$ cat src/rtl/hls_deadlock_pkg.sv
// rtl/hls_deadlock_pkg.sv - shared types and helpers for the parametrised HLS deadlock monitor
package hls_deadlock_pkg;

  typedef enum logic {
    MONITOR  = 1'b0,
    DETECTED = 1'b1
  } dl_state_e;

  // THRESH value selecting the legacy behaviour: a candidate is a hit on its first cycle
  localparam int THRESH_IMMEDIATE = 0;

  function automatic int idx_width(input int n);
    return (n <= 1) ? 1 : $clog2(n);
  endfunction

endpackage

$ cat src/rtl/hls_deadlock_chan_filter.sv
// rtl/hls_deadlock_chan_filter.sv - persistence filter for one deadlock candidate channel
module hls_deadlock_chan_filter
  import hls_deadlock_pkg::*;
#(
  parameter int THRESH = 16
) (
  input  logic clock,
  input  logic reset,
  input  logic clear,
  input  logic cand,
  output logic hit
);

  generate
    if (THRESH == THRESH_IMMEDIATE) begin : g_imm
      logic unused_ctrl;
      assign unused_ctrl = clock ^ reset ^ clear;
      assign hit = cand;
    end else begin : g_cnt
      localparam int CW = $clog2(THRESH + 1);
      logic [CW-1:0] cnt;

      // Saturates at THRESH so a long-held candidate keeps hitting every cycle
      always_ff @(posedge clock or negedge reset) begin
        if (!reset) begin
          cnt <= '0;
        end else if (clear || !cand) begin
          cnt <= '0;
        end else if (cnt != CW'(THRESH)) begin
          cnt <= cnt + 1'b1;
        end
      end

      assign hit = cand && (cnt == CW'(THRESH));
    end
  endgenerate

endmodule

$ cat src/rtl/hls_deadlock_param_monitor.sv
// rtl/hls_deadlock_param_monitor.sv - filtered per-instance HLS deadlock detector with capture and cycle count
module hls_deadlock_param_monitor
  import hls_deadlock_pkg::*;
#(
  parameter int                    NUM_AXIS   = 7,
  parameter int                    NUM_INST   = 1,
  parameter logic [NUM_AXIS-1:0]   WATCH_MASK = 7'b0111110,
  parameter int                    THRESH     = 16,
  parameter bit                    STICKY     = 1'b1,
  parameter int                    CYC_W      = 16
) (
  input  logic                                        clock,
  input  logic                                        reset,
  input  logic                                        clear,
  input  logic [NUM_AXIS-1:0]                         axis_block_sigs,
  input  logic [NUM_AXIS-1:0]                         inst_idle_sigs,
  input  logic [NUM_INST-1:0]                         inst_block_sigs,
  output logic                                        block,
  output logic                                        block_pulse,
  output logic [idx_width(NUM_AXIS+NUM_INST)-1:0]     block_idx,
  output logic [NUM_AXIS+NUM_INST-1:0]                block_snapshot,
  output logic [CYC_W-1:0]                            block_cycles
);

  localparam int NCH = NUM_AXIS + NUM_INST;
  localparam int IW  = idx_width(NCH);

  logic [NCH-1:0] cand;
  logic [NCH-1:0] hit;
  logic           any_hit;
  logic [IW-1:0]  sel_idx;

  assign cand    = {inst_block_sigs, axis_block_sigs & ~inst_idle_sigs & WATCH_MASK};
  assign any_hit = |hit;

  generate
    for (genvar c = 0; c < NCH; c++) begin : g_chan
      hls_deadlock_chan_filter #(.THRESH(THRESH)) u_filter (
        .clock (clock),
        .reset (reset),
        .clear (clear),
        .cand  (cand[c]),
        .hit   (hit[c])
      );
    end
  endgenerate

  always_comb begin
    sel_idx = '0;
    for (int i = NCH - 1; i >= 0; i--) begin
      if (hit[i]) sel_idx = IW'(i);
    end
  end

  dl_state_e        state_q, state_d;
  logic             pulse_q, pulse_d;
  logic [IW-1:0]    idx_q, idx_d;
  logic [NCH-1:0]   snap_q, snap_d;
  logic [CYC_W-1:0] cyc_q, cyc_d;

  always_ff @(posedge clock or negedge reset) begin
    if (!reset) begin
      state_q <= MONITOR;
      pulse_q <= 1'b0;
      idx_q   <= '0;
      snap_q  <= '0;
      cyc_q   <= '0;
    end else begin
      state_q <= state_d;
      pulse_q <= pulse_d;
      idx_q   <= idx_d;
      snap_q  <= snap_d;
      cyc_q   <= cyc_d;
    end
  end

  // Capture fields hold their value after a non-sticky exit until the next detection
  always_comb begin
    state_d = state_q;
    pulse_d = 1'b0;
    idx_d   = idx_q;
    snap_d  = snap_q;
    cyc_d   = cyc_q;
    if (clear) begin
      state_d = MONITOR;
      idx_d   = '0;
      snap_d  = '0;
      cyc_d   = '0;
    end else begin
      case (state_q)
        MONITOR: begin
          if (any_hit) begin
            state_d = DETECTED;
            pulse_d = 1'b1;
            idx_d   = sel_idx;
            snap_d  = {inst_block_sigs, axis_block_sigs};
            cyc_d   = CYC_W'(1);
          end
        end
        DETECTED: begin
          if (!STICKY && !any_hit) begin
            state_d = MONITOR;
          end else if (cyc_q != '1) begin
            cyc_d = cyc_q + 1'b1;
          end
        end
        default: state_d = MONITOR;
      endcase
    end
  end

  assign block          = (state_q == DETECTED);
  assign block_pulse    = pulse_q;
  assign block_idx      = idx_q;
  assign block_snapshot = snap_q;
  assign block_cycles   = cyc_q;

endmodule

$ cat config.mk
export PLATFORM = sky130hd
export DESIGN_NAME = hls_deadlock_param_monitor
export DESIGN_NICKNAME = d
export VERILOG_FILES = /design/src/rtl/hls_deadlock_pkg.sv /design/src/rtl/hls_deadlock_chan_filter.sv /design/src/rtl/hls_deadlock_param_monitor.sv
export SDC_FILE = /design/constraint.sdc
export NUM_CORES = 1
export LEC_CHECK = 0
export CELL_PAD_IN_SITES_DETAIL_PLACEMENT = 1
export CELL_PAD_IN_SITES_GLOBAL_PLACEMENT = 1
export CORE_MARGIN = 3
export CORE_UTILIZATION = 40
export DETAILED_ROUTE_END_ITERATION = 10
export DONT_BUFFER_PORTS = 1
export PLACE_DENSITY_LB_ADDON = 0.08
export SLEW_MARGIN = 20
export SYNTH_ARGS = -nofsm -noshare
export SYNTH_HDL_FRONTEND = slang
export SYNTH_SLANG_ARGS = --single-unit
$ cat constraint.sdc
create_clock -name clock -period 2.23 [get_ports clock]
set_input_delay 0.1115 -clock clock [delete_from_list [all_inputs] [get_ports clock]]
set_output_delay 0.1115 -clock clock [all_outputs]
set_load 0.02 [all_outputs]
==> qor.yml, run 1 <==
outcome:
  outcome: "finished clean"
clock_network:
  cts_buffers: 9
  clkTransAtPathRegs_ns: 0.06
  cts_root_buffer: "clkbuf_8"
  cts.sinks: 59
  cts_tree: "done"
  clk_path_buf_depth: 2
  clock_latency_ns: 0.33
  ctsHtreeMaxLevel: 3
critical_path:
  path_buf_inv: 3
  r2r_slack_ns: 0.20
  cpMaxStageDelayCell: "dfrtp_1"
  crit_type: "register to register"
  cp.required_ns: 2.47
  path_delay_family: "compound AO/OA/AOI/OAI gates"
  r2r_start: "g_chan[1].u_filter.g_cnt.cnt[0]$_DFFE_PN0P_"
  arrival_ns: 2.26
  crit_fanout: 6
  cp-start-kind: "register"
  critPathMostFrequentCell: "buf_4"
  cpPeakStageDelay_ns: 0.39
  reg2reg_to: "block_idx[0]$_DFFE_PN0P_"
  r2r_cells: 9
  crit_chain: "inv_1 -> ha_1 -> nor4bb_1 -> buf_4 -> nand3b_4 -> a41oi_1 -> buf_4 -> nor2_1 -> a311oi_1"
  endpoint_kind: "register"
placed_design:
  dp_slack_ns: 0.132
  hpwl_mm: 5.63
  place_congestion: 0.756
  placed_cell_area_um2: 3460
  place_inst: 450
  io_buffer_count: 0
floorplan:
  initial_utilization_pct: 42.0
  io_pins: 47
  die_w_um: 96.8
  core_um2: 7850
  fp.dieH_um: 96.8
  die-area_um2: 9370
  rows: 32
timing:
  fin_crit_ns: 2.03
  finalCritPeriodShare_pct: 90.8
  fin_skew_ns: 0.00846
  layout_setup_ws_ns: 0.205
  tightest_slew_ns: 0.497
  hold_viol: 0
  rsz0062_at_grt: "false"
  whs_ns: 0.0231
  maxSlewViolCount: 0
  setup_tns_ns: 0
  slew_headroom_pct: 66.4
  max_freq_mhz: 494
  setup_viol: 0
synthesis:
  synthArstFlopShare_pct: 100
  netlist_top_cells_area: "dfrtp_1, nand3_1, ha_1, nor2_1, a21oi_1"
  synth_common_cells: "dfrtp_1, nand3_1, nor2_1, a21oi_1, nand2_1"
  yosys.cell_types.count: 56
  synth_nets: 377
  synth_warnings: 0
  avgSynthCellArea_um2: 9.54
  synth.most_common_cell: "dfrtp_1"
  ys_ff_latch: 59
  synth_top_area_share_pct: 44.7
  synth_top_cell_by_area: "dfrtp_1"
  syn_area_um2: 3300
  synth_ff_type: "dfrtp_1"
  synth_edf_count: 0
  syn_inst: 346
  ys_seq_area_share_pct: 44.7
worst_hold_path:
  min-delay-start: "clear"
  hold_class: "input port to register"
  hold_path_end: "g_chan[7].u_filter.g_cnt.cnt[3]$_DFFE_PN0P_"
  holdPathStages: 2
route:
  routedWlPerCell_um: 18.0
  avgViaCountPerCell: 5.57
  firstDrtPassIters: 4
  vias: 2686
  ant_nets: 0
  drt_iter0_markers: 94
  routed_wl_mm: 8.66
  drc: 0
global_route:
  met2_usage_pct: 30.0
  grt_use_total_pct: 19.3
  grt_busiest_layer: "met2"
  grt_pass1_vias: 2857
  grt_overflow: 0
  antenna_found_initial: 0
  grt_max_degree: 60
  use_met1_pct: 26.4
  met3_usage_pct: 4.61
  grt_pass1_wl_mm: 14.7
finish:
  final_core_util_pct: 48.7
  fin_cells: 482
  fin_area_um2: 3820
  nFillCells: 941
  insertedDiodeCount: 0
  layout-drive-gt1-share_pct: 15.8
  num-nets-final: 407
  syn_to_final_growth_pct: 15.9
pwr:
  vdd_drop_max_v: 0.000251
  p_leak_nw: 1.61
  total_power_mw: 2.07
  powerDensity_nw_per_um2: 543
job:
  drv_cap: 0
==> flip-flops by register name, summed over array words and instances, names as in the netlist <==
register / cells
block_idx: 3
block_snapshot: 8
block: 1
g_chan.u_filter.g_cnt.cnt: 30
block_pulse: 1
block_cycles: 16
==> per-layer routing <==
layer	vias up	share of wire [%]
li1	1294	-
met1	1348	48
met2	33	47
met3	11	3.8
met4	0	1.4
met5	-	0
==> cells in the final DEF, fill, tap and decap left out, drive strengths merged, types with 4 or more instances in the layout <==
| master | count |
|---|---|
| clkbuf | 13 |
| and3 | 4 |
| inv | 17 |
| nor2 | 36 |
| and4 | 4 |
| nand3 | 35 |
| o21ai | 15 |
| ha | 13 |
| or2 | 5 |
| mux2i | 5 |
| nand2 | 25 |
| buf | 24 |
| xnor2 | 4 |
| xor2 | 13 |
| or3 | 4 |
| nand2b | 8 |
| dlygate4sd3 | 9 |
| nand4 | 4 |
| o211ai | 6 |
| nor4 | 4 |
| dfrtp | 59 |
| a21oi | 25 |
| nor3 | 11 |
==> area by class of cell <==
cell class	count	area, um2	share of cell area (%)
repair buffers	33	303	7.92
flip-flops and latches	59	1480	38.6
multi-input cells	256	1670	43.8
inverters	17	63.8	1.67
clock buffers	13	169	4.42
clock inverters	2	10.0	0.262
well taps	102	128	3.34
==> worst max path at each step <==
stage / startpoint / slack (ns) / cells after the start / endpoint
after floorplan: block_cycles[0]$_DFFE_PN0P_ / 0.30 / 7 / block_cycles[2]$_DFFE_PN0P_
after CTS: g_chan[2].u_filter.g_cnt.cnt[0]$_DFFE_PN0P_ / 0.14 / 7 / block_cycles[2]$_DFFE_PN0P_
final: g_chan[1].u_filter.g_cnt.cnt[0]$_DFFE_PN0P_ / 0.20 / 9 / block_idx[0]$_DFFE_PN0P_
after global placement: g_chan[2].u_filter.g_cnt.cnt[0]$_DFFE_PN0P_ / 0.21 / 7 / block_cycles[2]$_DFFE_PN0P_
after detailed placement: g_chan[2].u_filter.g_cnt.cnt[0]$_DFFE_PN0P_ / 0.13 / 7 / block_cycles[11]$_DFFE_PN0P_
after global routing: g_chan[1].u_filter.g_cnt.cnt[0]$_DFFE_PN0P_ / 0.03 / 9 / block_idx[0]$_DFFE_PN0P_
==> cell families after synthesis <==
logic type      count (synthesis)  synth area share [%]
buf+inv                        32                  4.82
simple gates                  157                  26.6
xor+xnor                       17                  4.51
flops                          59                  44.7
compound gates                 61                  12.2
mux                             7                  2.20
fa+ha+maj                      13                  4.93
==> report_power, final <==
part           total [mW]  internal (mW)  switching (mW)
Sequential           1.08           1.08         0.00663
Combinational      0.0998         0.0400          0.0598
Clock               0.892          0.485           0.407
Total                2.07           1.60           0.473
==> timing repair <==
item	4_1_cts	5_1_grt
gates resized for setup	0	0
buffers inserted	0	5
hold buffers	11	0
hold endpoints to repair	93	0
endpoints found under the setup margin	0	3
Power figures use the tool's default switching activity.
==> run 2: changes to the inputs <==
--- a/config.mk
+++ b/config.mk
@@ -9,6 +9,7 @@
 export CELL_PAD_IN_SITES_GLOBAL_PLACEMENT = 1
 export CORE_MARGIN = 3
 export CORE_UTILIZATION = 40
+export CTS_BUF_LIST = sky130_fd_sc_hd__clkbuf_8 sky130_fd_sc_hd__clkbuf_16
 export DETAILED_ROUTE_END_ITERATION = 10
 export DONT_BUFFER_PORTS = 1
 export PLACE_DENSITY_LB_ADDON = 0.08
==> run 2 against run 1 <==
Net effect:
- clock power fell by 0.6%
- clock skew did not move
- highest routed layer unchanged
- cell area stayed put
- setup slack stayed put
- register-to-register slack about the same
- largest power group unchanged
==> qor.yml, run 2 (same netlist as run 1, synthesis figures left out) <==
worst_hold_path:
  hold_class: "input port to register"
pwr:
  powerDensity_nw_per_um2: 541
  vdd_drop_max_v: 0.000248
  p_leak_nw: 1.61
route:
  vias: 2686
  firstDrtPassIters: 4
  routed_wl_mm: 8.66
  ant_nets: 0
  drc: 0
  routedWlPerCell_um: 18.0
  drt_iter0_markers: 94
  avgViaCountPerCell: 5.57
critical_path:
  cpPeakStageDelay_ns: 0.39
  endpoint_kind: "register"
  crit_fanout: 6
  cp-start-kind: "register"
  path_delay_family: "compound AO/OA/AOI/OAI gates"
  cp.required_ns: 2.47
  arrival_ns: 2.26
  critPathMostFrequentCell: "buf_4"
  cpMaxStageDelayCell: "dfrtp_1"
  crit_chain: "inv_1 -> ha_1 -> nor4bb_1 -> buf_4 -> nand3b_4 -> a41oi_1 -> buf_4 -> nor2_1 -> a311oi_1"
  path_buf_inv: 3
  crit_type: "register to register"
floorplan:
  fp.dieH_um: 96.8
  die-area_um2: 9370
  core_um2: 7850
  die_w_um: 96.8
  initial_utilization_pct: 42.0
  rows: 32
  io_pins: 47
timing:
  layout_setup_ws_ns: 0.205
  setup_tns_ns: 0
  hold_viol: 0
  setup_viol: 0
  fin_crit_ns: 2.03
  max_freq_mhz: 494
  finalCritPeriodShare_pct: 90.8
  rsz0062_at_grt: "false"
  slew_headroom_pct: 66.4
  maxSlewViolCount: 0
  tightest_slew_ns: 0.497
  fin_skew_ns: 0.00846
clock_network:
  ctsHtreeMaxLevel: 3
  cts_buffers: 9
  cts.sinks: 59
  clk_path_buf_depth: 2
  cts_root_buffer: "clkbuf_8"
  cts_tree: "done"
  clock_latency_ns: 0.33
  clkTransAtPathRegs_ns: 0.06
global_route:
  grt_use_total_pct: 19.3
  grt_max_degree: 60
  grt_pass1_vias: 2857
  grt_overflow: 0
  grt_pass1_wl_mm: 14.7
  antenna_found_initial: 0
placed_design:
  hpwl_mm: 5.63
  place_congestion: 0.756
  io_buffer_count: 0
  dp_slack_ns: 0.132
  place_inst: 450
  placed_cell_area_um2: 3460
outcome:
  outcome: "finished clean"
finish:
  top_register: "g_chan.u_filter.g_cnt.cnt"
  fin_cells: 482
  num-nets-final: 407
  layout_commonest_cell: "dfrtp_1"
  fin_area_um2: 3820
  final_cell_mix: "dfrtp_1, nand3_1, nor2_1, nand2_1, a21oi_1"
  multiInputGateArea_um2: 1670
  layout-drive-gt1-share_pct: 15.8
  largest_reg_flops: 30
  final-seq-area_um2: 1480
  syn_to_final_growth_pct: 15.9
  insertedDiodeCount: 0
  nFillCells: 941
job:
  drv_cap: 0
-- run 2: changes by cell type in the layout (fill, tap and decap cells not counted), sizes merged --
cell / change
inv: +1
clkbuf: -1
-- run 2: path summary, 6_finish.rpt --
check / start / cells past startpoint / end / slack, ns
setup / recovery: g_chan[1].u_filter.g_cnt.cnt[0]$_DFFE_PN0P_ / 9 / block_idx[0]$_DFFE_PN0P_ / 0.20
hold / removal: clear / 2 / g_chan[7].u_filter.g_cnt.cnt[3]$_DFFE_PN0P_ / 0.02
setup reg to reg: g_chan[1].u_filter.g_cnt.cnt[0]$_DFFE_PN0P_ / 9 / block_idx[0]$_DFFE_PN0P_ / 0.20
hold reg to reg: g_chan[5].u_filter.g_cnt.cnt[0]$_DFFE_PN0P_ / 1 / g_chan[5].u_filter.g_cnt.cnt[0]$_DFFE_PN0P_ / 0.54
max in group asynchronous: reset / 2 / block_cycles[0]$_DFFE_PN0P_ / 1.66
min in group asynchronous: reset / 2 / g_chan[5].u_filter.g_cnt.cnt[0]$_DFFE_PN0P_ / 0.31
-- run 2: cell type report --
class	count	share of cell area [%]
well taps	102	3.34
clock inverters	3	0.360
multi-input cells	256	43.8
clock buffers	12	4.32
flip-flops and latches	59	38.6
repair buffers	33	7.92
inverters	17	1.67
-- run 2: metrics by stage --
| step | hold slack (ns) | util (%) | total power, mW |
|---|---|---|---|
| floorplan | -0.184 | - | 1.15 |
| global placement | -0.182 | 44.1 | 1.15 |
| detailed placement | -0.181 | 44.1 | 1.15 |
| CTS | 0.00929 | 48.1 | 2.10 |
| global route | 0.0389 | 48.7 | 2.17 |
| finish | 0.0231 | 48.7 | 2.07 |
-- run 2: metal layers --
metal,up-vias,part of all wire [%],global-route usage (%)
li1,1294,-,-
met1,1348,48,26.4
met2,33,47,30.0
met3,11,3.8,4.61
met4,0,1.4,6.80
met5,-,0,0
-- run 2: where the power goes --
group / switching (mW) / internal (mW)
registers: 0.00663 / 1.08
clock network: 0.407 / 0.480
logic: 0.0598 / 0.0400
-- run 2: timing repair --
action | CTS | global route
setup endpoints to repair | 0 | 3
hold buffers | 11 | 0
gates resized for setup | 0 | 0
hold endpoints to repair | 93 | 0
setup buffers | 0 | 5
